**config.mk**
```make
export PLATFORM = sky130hd
export DESIGN_NAME = uart_tx_fifo
export DESIGN_NICKNAME = d
export VERILOG_FILES = /design/src/rtl/uart_pkg.sv /design/src/rtl/uart_tx_fifo_ram.sv /design/src/rtl/uart_tx_fifo.sv
export SDC_FILE = /design/constraint.sdc
export NUM_CORES = 1
export LEC_CHECK = 0
export CAP_MARGIN = 30
export CORE_MARGIN = 2
export CORE_UTILIZATION = 30
export DETAILED_ROUTE_END_ITERATION = 10
export RECOVER_POWER = 25
export SYNTH_ARGS = -nofsm -noshare
export SYNTH_HDL_FRONTEND = slang
export SYNTH_HIERARCHICAL = 1
export SYNTH_SLANG_ARGS = --single-unit
```
**constraint.sdc**
```tcl
create_clock -name clk -period 2.6 [get_ports clk]
set_input_delay 0.52 -clock clk [delete_from_list [all_inputs] [get_ports clk]]
set_output_delay 0.52 -clock clk [all_outputs]
set_load 0.005 [all_outputs]
```
**src/rtl/uart_pkg.sv**
```systemverilog
// Shared UART definitions: transmit sequencer states and default line timing.
// Latency: none, constants and types only.
// Backpressure: none, no datapath here.
package uart_pkg;

  // Encodings of the transmit request sequencer
  localparam logic ST_IDLE = 1'b0;
  localparam logic ST_REQ  = 1'b1;

  // Default board clock and line rate, shared with ip_uart and the future RX block
  localparam int CLK_FREQ  = 27000000;
  localparam int UART_FREQ = 115200;

  typedef enum logic {
    TX_IDLE = ST_IDLE,
    TX_REQ  = ST_REQ
  } tx_state_e;

endpackage

```
**src/rtl/uart_tx_fifo_ram.sv**
```systemverilog
// Byte storage for the UART transmit FIFO: one write port, one read port.
// Latency: write lands on the clock edge, read is combinational at rd_addr.
// Backpressure: none, the caller gates wr_en with its own full/flush logic.
module uart_tx_fifo_ram
  import uart_pkg::*;
#(
  parameter int DEPTH_LOG2 = 4
) (
  input  logic                  clk,
  input  logic                  wr_en,
  input  logic [DEPTH_LOG2-1:0] wr_addr,
  input  logic [7:0]            wr_data,
  input  logic [DEPTH_LOG2-1:0] rd_addr,
  output logic [7:0]            rd_data
);

  logic [7:0] mem [2**DEPTH_LOG2];

  // Contents need no reset: only entries counted by the level are ever read
  always_ff @(posedge clk) begin
    if (wr_en) begin
      mem[wr_addr] <= wr_data;
    end
  end

  assign rd_data = mem[rd_addr];

endmodule

```
**src/rtl/uart_tx_fifo.sv**
```systemverilog
// Byte FIFO in front of ip_uart, draining in order via send_req/send_busy.
// Latency: a byte pushed into an empty FIFO raises send_req one edge later.
// Backpressure: wr_ready = not full (registered level); send_req holds until send_busy is low.
module uart_tx_fifo
  import uart_pkg::*;
#(
  parameter int DEPTH_LOG2 = 4
) (
  input  logic                  clk,
  input  logic                  reset,
  input  logic [7:0]            wr_data,
  input  logic                  wr_valid,
  output logic                  wr_ready,
  input  logic                  flush,
  output logic [DEPTH_LOG2:0]   level,
  output logic                  overflow,
  input  logic                  overflow_clear,
  output logic [7:0]            send_data,
  output logic                  send_req,
  input  logic                  send_busy
);

  localparam logic [DEPTH_LOG2:0]   LEVEL_FULL = {1'b1, {DEPTH_LOG2{1'b0}}};
  localparam logic [DEPTH_LOG2:0]   LEVEL_ONE  = {{DEPTH_LOG2{1'b0}}, 1'b1};
  localparam logic [DEPTH_LOG2-1:0] PTR_ONE    = {{(DEPTH_LOG2-1){1'b0}}, 1'b1};

  logic [DEPTH_LOG2-1:0] wr_ptr;
  logic [DEPTH_LOG2-1:0] rd_ptr;
  logic [7:0]            rd_data;
  logic                  full;
  logic                  empty;
  logic                  push;
  logic                  pop;
  tx_state_e             state;

  // Full/empty come from the registered level, so a same-edge pop never frees a slot early
  assign full     = (level == LEVEL_FULL);
  assign empty    = (level == '0);
  assign wr_ready = ~full;

  // Flush wins over both sides: the concurrent push is dropped and the sequencer cannot pop
  assign push = wr_valid & ~full & ~flush;
  assign pop  = (state == TX_IDLE) & ~empty & ~flush;

  uart_tx_fifo_ram #(
    .DEPTH_LOG2(DEPTH_LOG2)
  ) u_ram (
    .clk     (clk),
    .wr_en   (push),
    .wr_addr (wr_ptr),
    .wr_data (wr_data),
    .rd_addr (rd_ptr),
    .rd_data (rd_data)
  );

  // Pointer and occupancy bookkeeping; pointers wrap naturally at DEPTH
  always_ff @(posedge clk or posedge reset) begin
    if (reset) begin
      wr_ptr <= '0;
      rd_ptr <= '0;
      level  <= '0;
    end else if (flush) begin
      rd_ptr <= wr_ptr;
      level  <= '0;
    end else begin
      if (push) begin
        wr_ptr <= wr_ptr + PTR_ONE;
      end
      if (pop) begin
        rd_ptr <= rd_ptr + PTR_ONE;
      end
      case ({push, pop})
        2'b10:   level <= level + LEVEL_ONE;
        2'b01:   level <= level - LEVEL_ONE;
        default: level <= level;
      endcase
    end
  end

  // Sticky overflow; a write attempt against a full FIFO beats a same-edge clear
  always_ff @(posedge clk or posedge reset) begin
    if (reset) begin
      overflow <= 1'b0;
    end else if (wr_valid & full & ~flush) begin
      overflow <= 1'b1;
    end else if (overflow_clear) begin
      overflow <= 1'b0;
    end
  end

  // Request sequencer: pop into a held request, release it once ip_uart is not busy
  always_ff @(posedge clk or posedge reset) begin
    if (reset) begin
      state     <= TX_IDLE;
      send_req  <= 1'b0;
      send_data <= 8'h00;
    end else begin
      case (state)
        TX_IDLE: begin
          if (pop) begin
            send_data <= rd_data;
            send_req  <= 1'b1;
            state     <= TX_REQ;
          end
        end
        TX_REQ: begin
          if (!send_busy) begin
            send_req <= 1'b0;
            state    <= TX_IDLE;
          end
        end
        default: begin
          send_req <= 1'b0;
          state    <= TX_IDLE;
        end
      endcase
    end
  end

endmodule

```
Word level (Yosys, flattened, before mapping)
Memories as Yosys holds them, arrays and structs flattened. A register that Yosys moved wholly into a read port is not among the register bits.
Cells that the tools add are included.
Storage, ports and cells
  flip-flop bits (word level): 16
  bits in writable memories: 128
  bits of input ports: 14
  logic and storage cells: 47
  memories: 1
Memories
  u_ram.mem: words 16, bits a word 8, read ports 1, clocked after memory_dff 1, wr ports 1, RTL line uart_tx_fifo_ram.sv:17  | logic [7:0] mem [2**DEPTH_LOG2];
Operators by class
  add/sub/neg operators: 4
  equality and inequality tests: 5
  mux-type cells: 14
  bitwise operators: 10
  reduce and logical (&&, ||, !) cells: 7
Operator list (count)
  $pmux 5 s2: 1
  $add 4x1->4 const B: 2
  $mux 1: 8
  $mux 4: 2
  $and 1x1->1: 6
  $reduce_and 2->1: 3
  $add 5x1->5 const B: 1
  $eq 5x5->1 const B: 1
  $logic_not 5->1: 1
  $mux 5: 1
  $sub 5x1->5 const B: 1
  $ne 2x2->1 const B: 2
  $not 1->1: 4
  $pmux 1 s2: 2
  $reduce_bool 2->1: 2
  $reduce_bool 3->1: 1
  $eq 2x1->1 const B: 1
  $eq 2x2->1 const B: 1

Logic depth before layout (Yosys ltp)
  word-level depth: 7
  mapped depth: 11
  depth with buffers taken out: 9

Modules after synthesis
Netlist, hierarchy kept.
Modules (own cells, without submodules)
  uart_tx_fifo_ram: instances 1, cells each 221, area an instance 4987.3 sq um, seq. area each 3843.7 sq um
  uart_tx_fifo: instances 1, cells each 121, area an instance 1316.3 sq um, seq. area each 600.6 sq um

Least setup slack after synthesis
No wires, ideal clock.
  path type: input to register
  start point: input flush
  end point: memory u_ram.mem[0][0], enable pin
  library setup time: 0.383 ns
  data arrival time: 2.367 ns
  setup slack: -0.151 ns
  stages on the path: 5
  path buffers: 1
  cells stage by stage: clkbuf_1 nand2b_1 a21oi_1 or3b_2 nor3_1
On the way
  longest elaborated chain between the ends: 4
Ends and longest elaborated chain
  from (decl): RTL line uart_tx_fifo.sv:14  | input logic flush,
  $not 1->1 (no source line)
  $and 1x1->1: RTL line uart_tx_fifo.sv:42  | assign push = wr_valid & ~full & ~flush;
  named net push: RTL line uart_tx_fifo.sv:32  | logic push;
  $mux 1: RTL line uart_tx_fifo_ram.sv:21  | if (wr_en) begin
  $mux 1 (not written as such): RTL line uart_tx_fifo_ram.sv:22  | mem[wr_addr] <= wr_data;
  to (decl): RTL line uart_tx_fifo_ram.sv:17
The timed path passes the listed nets, and every way through them passes these cells.

Worst setup path in the final report
  start point: register level[3]
  end point: register level[3]
On the way
  longest elaborated chain between the ends: 7
Ends and longest elaborated chain
  from (decl): RTL line uart_tx_fifo.sv:15  | output logic [DEPTH_LOG2:0] level,
  from (signal assigned): RTL line uart_tx_fifo.sv:73  | 2'b10: level <= level + LEVEL_ONE;
  from (signal assigned): RTL line uart_tx_fifo.sv:74  | 2'b01: level <= level - LEVEL_ONE;
  from (signal assigned): RTL line uart_tx_fifo.sv:75  | default: level <= level;
  $eq 5x5->1 or $logic_not 5->1 (tied branches): RTL line uart_tx_fifo.sv:37, uart_tx_fifo.sv:38
  $not 1->1 (on tied branches): RTL line uart_tx_fifo.sv:42, uart_tx_fifo.sv:43
  $and 1x1->1 (on tied branches) (2 in a row): RTL line uart_tx_fifo.sv:42, uart_tx_fifo.sv:43
  $eq 2x1->1 or $eq 2x2->1 (tied branches): RTL line uart_tx_fifo.sv:72  | case ({push, pop})
  $pmux 5 s2: RTL line uart_tx_fifo.sv:72
  $mux 5: RTL line uart_tx_fifo.sv:62  | end else if (flush) begin
Several ways; a longest one is shown, not always the timed one.
A chain may end at the register's enable or synchronous reset.

==> key figures <==
Synth
  • Post-Syn Instances: 342
  • Largest family of logic cells by synthesized area: multiplexers
  • Area contributors post-synth: edfxtp_1 (61%), dfrtp_1 (9.5%), mux4_2 (6.4%), mux4_1 (5.8%), a22oi_1 (1.9%)
  • Top cell type by total area after synthesis: edfxtp_1
  • Mux contribution to synthesized area: 14.8%
  • Mapped cell area: 6300 um2
  • Syn_nets: 362
  • Simple-gate share of the synthesized area: 5.93%
  • Post-synthesis compound-gate area fraction: 4.43%
  • Post-synthesis async set-or-reset flop share: 15.8%
  • Post-synthesis adder-cell area fraction: 1.31%
  • Post-synth top flop: edfxtp_1
  • Yosys reg bits: 152
  • Share of the synthesized area in the top cell type: 61.0%
  • Avg Inst Size Synth: 18.4 um2
  • Post-synthesis cell type count: 45
  • Ys Warns: 6
  • Register area share after synthesis: 70.5%
  • XOR/XNOR Fraction of Synth Area: 0.834%
  • Post-synth EDFFs: 128

Critical path
  • Crit start category: flop
  • R2R Path End: level[3]$_DFFE_PP0P_
  • Worst Path Max Fanout: 5
  • CP required: 2.90 ns
  • FF-to-FF path depth: 9
  • Path type of the worst setup path: flop to flop
  • Crit. Startpoint: level[3]$_DFFE_PP0P_
  • Critical path capture point: level[3]$_DFFE_PP0P_
  • Crit. End Element: flop
  • Register-to-register setup slack: 0.13 ns
  • Reg-to-reg critical path startpoint: level[3]$_DFFE_PP0P_
  • Worst EP arrival: 2.77 ns

Timing
  • Clk_skew: 0.00813 ns
  • TNS Setup: 0 ns
  • Final setup viols: 0
  • Max-slew headroom: -2.30%
  • Fin. max-slew vios: 25
  • RSZ-0062 raised after global routing: no
  • Tmin final: 2.47 ns
  • F_max: 0.405 GHz
  • Endpoints failing hold: 0
  • Final period util: 95.0%
  • Min Hold Slack: 0.488 ns
  • Worst Max-Slew Pin Slew: 1.53 ns

Clock tree
  • Hold buffer count at CTS: 0
  • Num CTS Buffers: 17
  • CTS tree: built
  • Root Driver: clkbuf_16
  • Clock Latency Late Sink: 0.43 ns
  • H-tree Lvls: 4
  • Clock Pin Slew Worst Setup and Hold Paths: 0.06 ns
  • Max Root-Sink Buffers: 2
  • Clk sinks: 152

Cells and area
  • Share of cells above drive strength 1: 24.9%
  • Layout area overhead: 22.4%
  • Final nets: 428
  • Commonest cells after routing, fill and taps aside: edfxtp_1 (128), buf_4 (31), clkdlybuf4s50_1 (24)
  • Final Cell Area: 7710 um2
  • Final core utilization: 37.0%
  • Final Non-Filler Cells: 696
  • Final antenna diode count: 0
  • Leading cell type in the layout, fill and taps excluded: edfxtp_1

Min path
  • HP Class: flop to flop

Routing
  • DRT iter0 DRCs: 227
  • Post-DR vias/cell: 4.77
  • Post-detailed-route count of antenna-violating nets: 0
  • DR pass1 iterations: 4
  • Average wire per standard cell: 18.5 um
  • WL final: 12.8 mm
  • DRC viols: 0
  • Routed vias: 3322

Floorplanning
  • Die Y: 149 um
  • IO Count: 30
  • Initial Util: 30.3%
  • Die Wd: 149 um
  • Core area: 20800 um2
  • Rows: 53
  • Die footprint: 22200 um2

Place
  • Placed Area: 7100 um2
  • HPWL Detailed: 8.65 mm
  • Count of input and output buffers: 29
  • GPL Wtd Cong: 0.775
  • Number of instances in the placed design: 663

Power and ir drop
  • Pleak: 2.69 nW
  • PwrDens: 1050 nW/um2
  • Worst IR Drop VDD: 0.459 mV

GRT
  • GRT overflow: 0
  • Pin count of the biggest net entering global routing: 36
  • Antenna violations before repair: 0
  • First-pass GRT wire length: 20.0 mm
  • Tot GR Track Use: 12.4%
  • Vias in the first global route: 3502

Flow run
  • Reported max-cap violation count: 1

Run status
  • Outcome: complete, but fails checks
  • Failing checks: capacitance limit, slew limit
Yosys cell counts (2+ instances only):
cell and number:
mux4_1 14, nand4b_1 2, buf_6 4, ha_1 5, nand3b_1 2, mux2i_1 3, nand3_1 4, inv_1 6
nand2_1 17, and2_1 2, dfrtp_1 24, clkbuf_1 4, a21oi_1 7, o21ai_0 6, xor2_1 2, a22oi_1 16
a21o_1 3, nor2_1 17, mux2_2 10, buf_2 4, nand2b_1 7, a211oi_1 2, clkdlybuf4s25_2 3, nor2b_1 3
nor3_1 5, nand4_1 4, edfxtp_1 128, mux4_2 18, xnor2_1 4
worst max-delay path, cell delays in order (launching register included):
cell	delay (ns)
dfrtp_1	0.45
nor4_4	0.41
a21oi_2	0.15
nor2b_2	0.21
and2_1	0.18
ha_1	0.31
or2_2	0.30
a21oi_1	0.15
nand4b_1	0.13
a21oi_1	0.07
worst min-delay path by stage:
| stage | from | end | slack [ns] | depth (start not counted) |
|---|---|---|---|---|
| floorplan | send_req$_DFFE_PP0P_ | send_req$_DFFE_PP0P_ | 0.47 | 1 |
| global placement | send_req$_DFFE_PP0P_ | send_req$_DFFE_PP0P_ | 0.46 | 1 |
| detailed placement | send_req$_DFFE_PP0P_ | send_req$_DFFE_PP0P_ | 0.49 | 1 |
| CTS | reset | overflow$_DFFE_PP0P_ | 0.47 | 3 |
| global route | send_req$_DFFE_PP0P_ | send_req$_DFFE_PP0P_ | 0.52 | 1 |
| finish | send_req$_DFFE_PP0P_ | send_req$_DFFE_PP0P_ | 0.49 | 1 |
per-stage QoR:
step                setup WS, ns  power (mW)
floorplan                 0.0767        4.89
global placement          0.0426        5.69
detailed placement       -0.0229        5.75
CTS                       0.0550        8.20
global route              0.0279        8.55
finish                     0.129        8.13
layer usage:
metal,vias to the layer above,part of all wire (%),wire [um],GRT usage (%)
met5,-,0,0,0
met4,0,1.4,174,5.00
met3,11,4.4,564,2.94
met2,78,51,6600,20.6
met1,1713,43,5510,15.6
li1,1520,-,-,-
logic make-up after synthesis:
| logic type | count (synthesis) |
|---|---|
| flip-flops | 152 |
| AND/OR/NAND/NOR | 70 |
| multiplexers | 46 |
| AO/OA/AOI/OAI | 40 |
| buffers and inverters | 22 |
| XOR/XNOR | 6 |
| adder cells (fa/ha/maj) | 6 |
flip-flops by register name, summed over array words and instances, names as in the netlist:
name / flops
rd_ptr: 4
state: 1
level: 5
wr_ptr: 4
u_ram/mem: 128
send_data: 8
overflow: 1
send_req: 1
power breakdown:
| part | leakage [nW] | switching [mW] | internal (mW) |
|---|---|---|---|
| sequential | 1.45 | 0.257 | 2.93 |
| combinational | 0.946 | 1.21 | 1.29 |
| clock | 0.298 | 1.06 | 1.38 |
| total | 2.69 | 2.53 | 5.60 |
cell type report:
class                      count  area (um2)
inverter                       6        22.5
timing repair buffer          63         567
clock buffer                  17         425
multi-input combinational    168        1730
fill                        1946       13100
clock inverter                15         176
tap                          275         344
sequential                   152        4450
what timing repair did:
action | in CTS | in global routing
setup endpoints to repair | 0 | 2
gates resized for setup | 0 | 2
buffers inserted | 0 | 1
No activity file was read; power rests on OpenSTA's default activity.
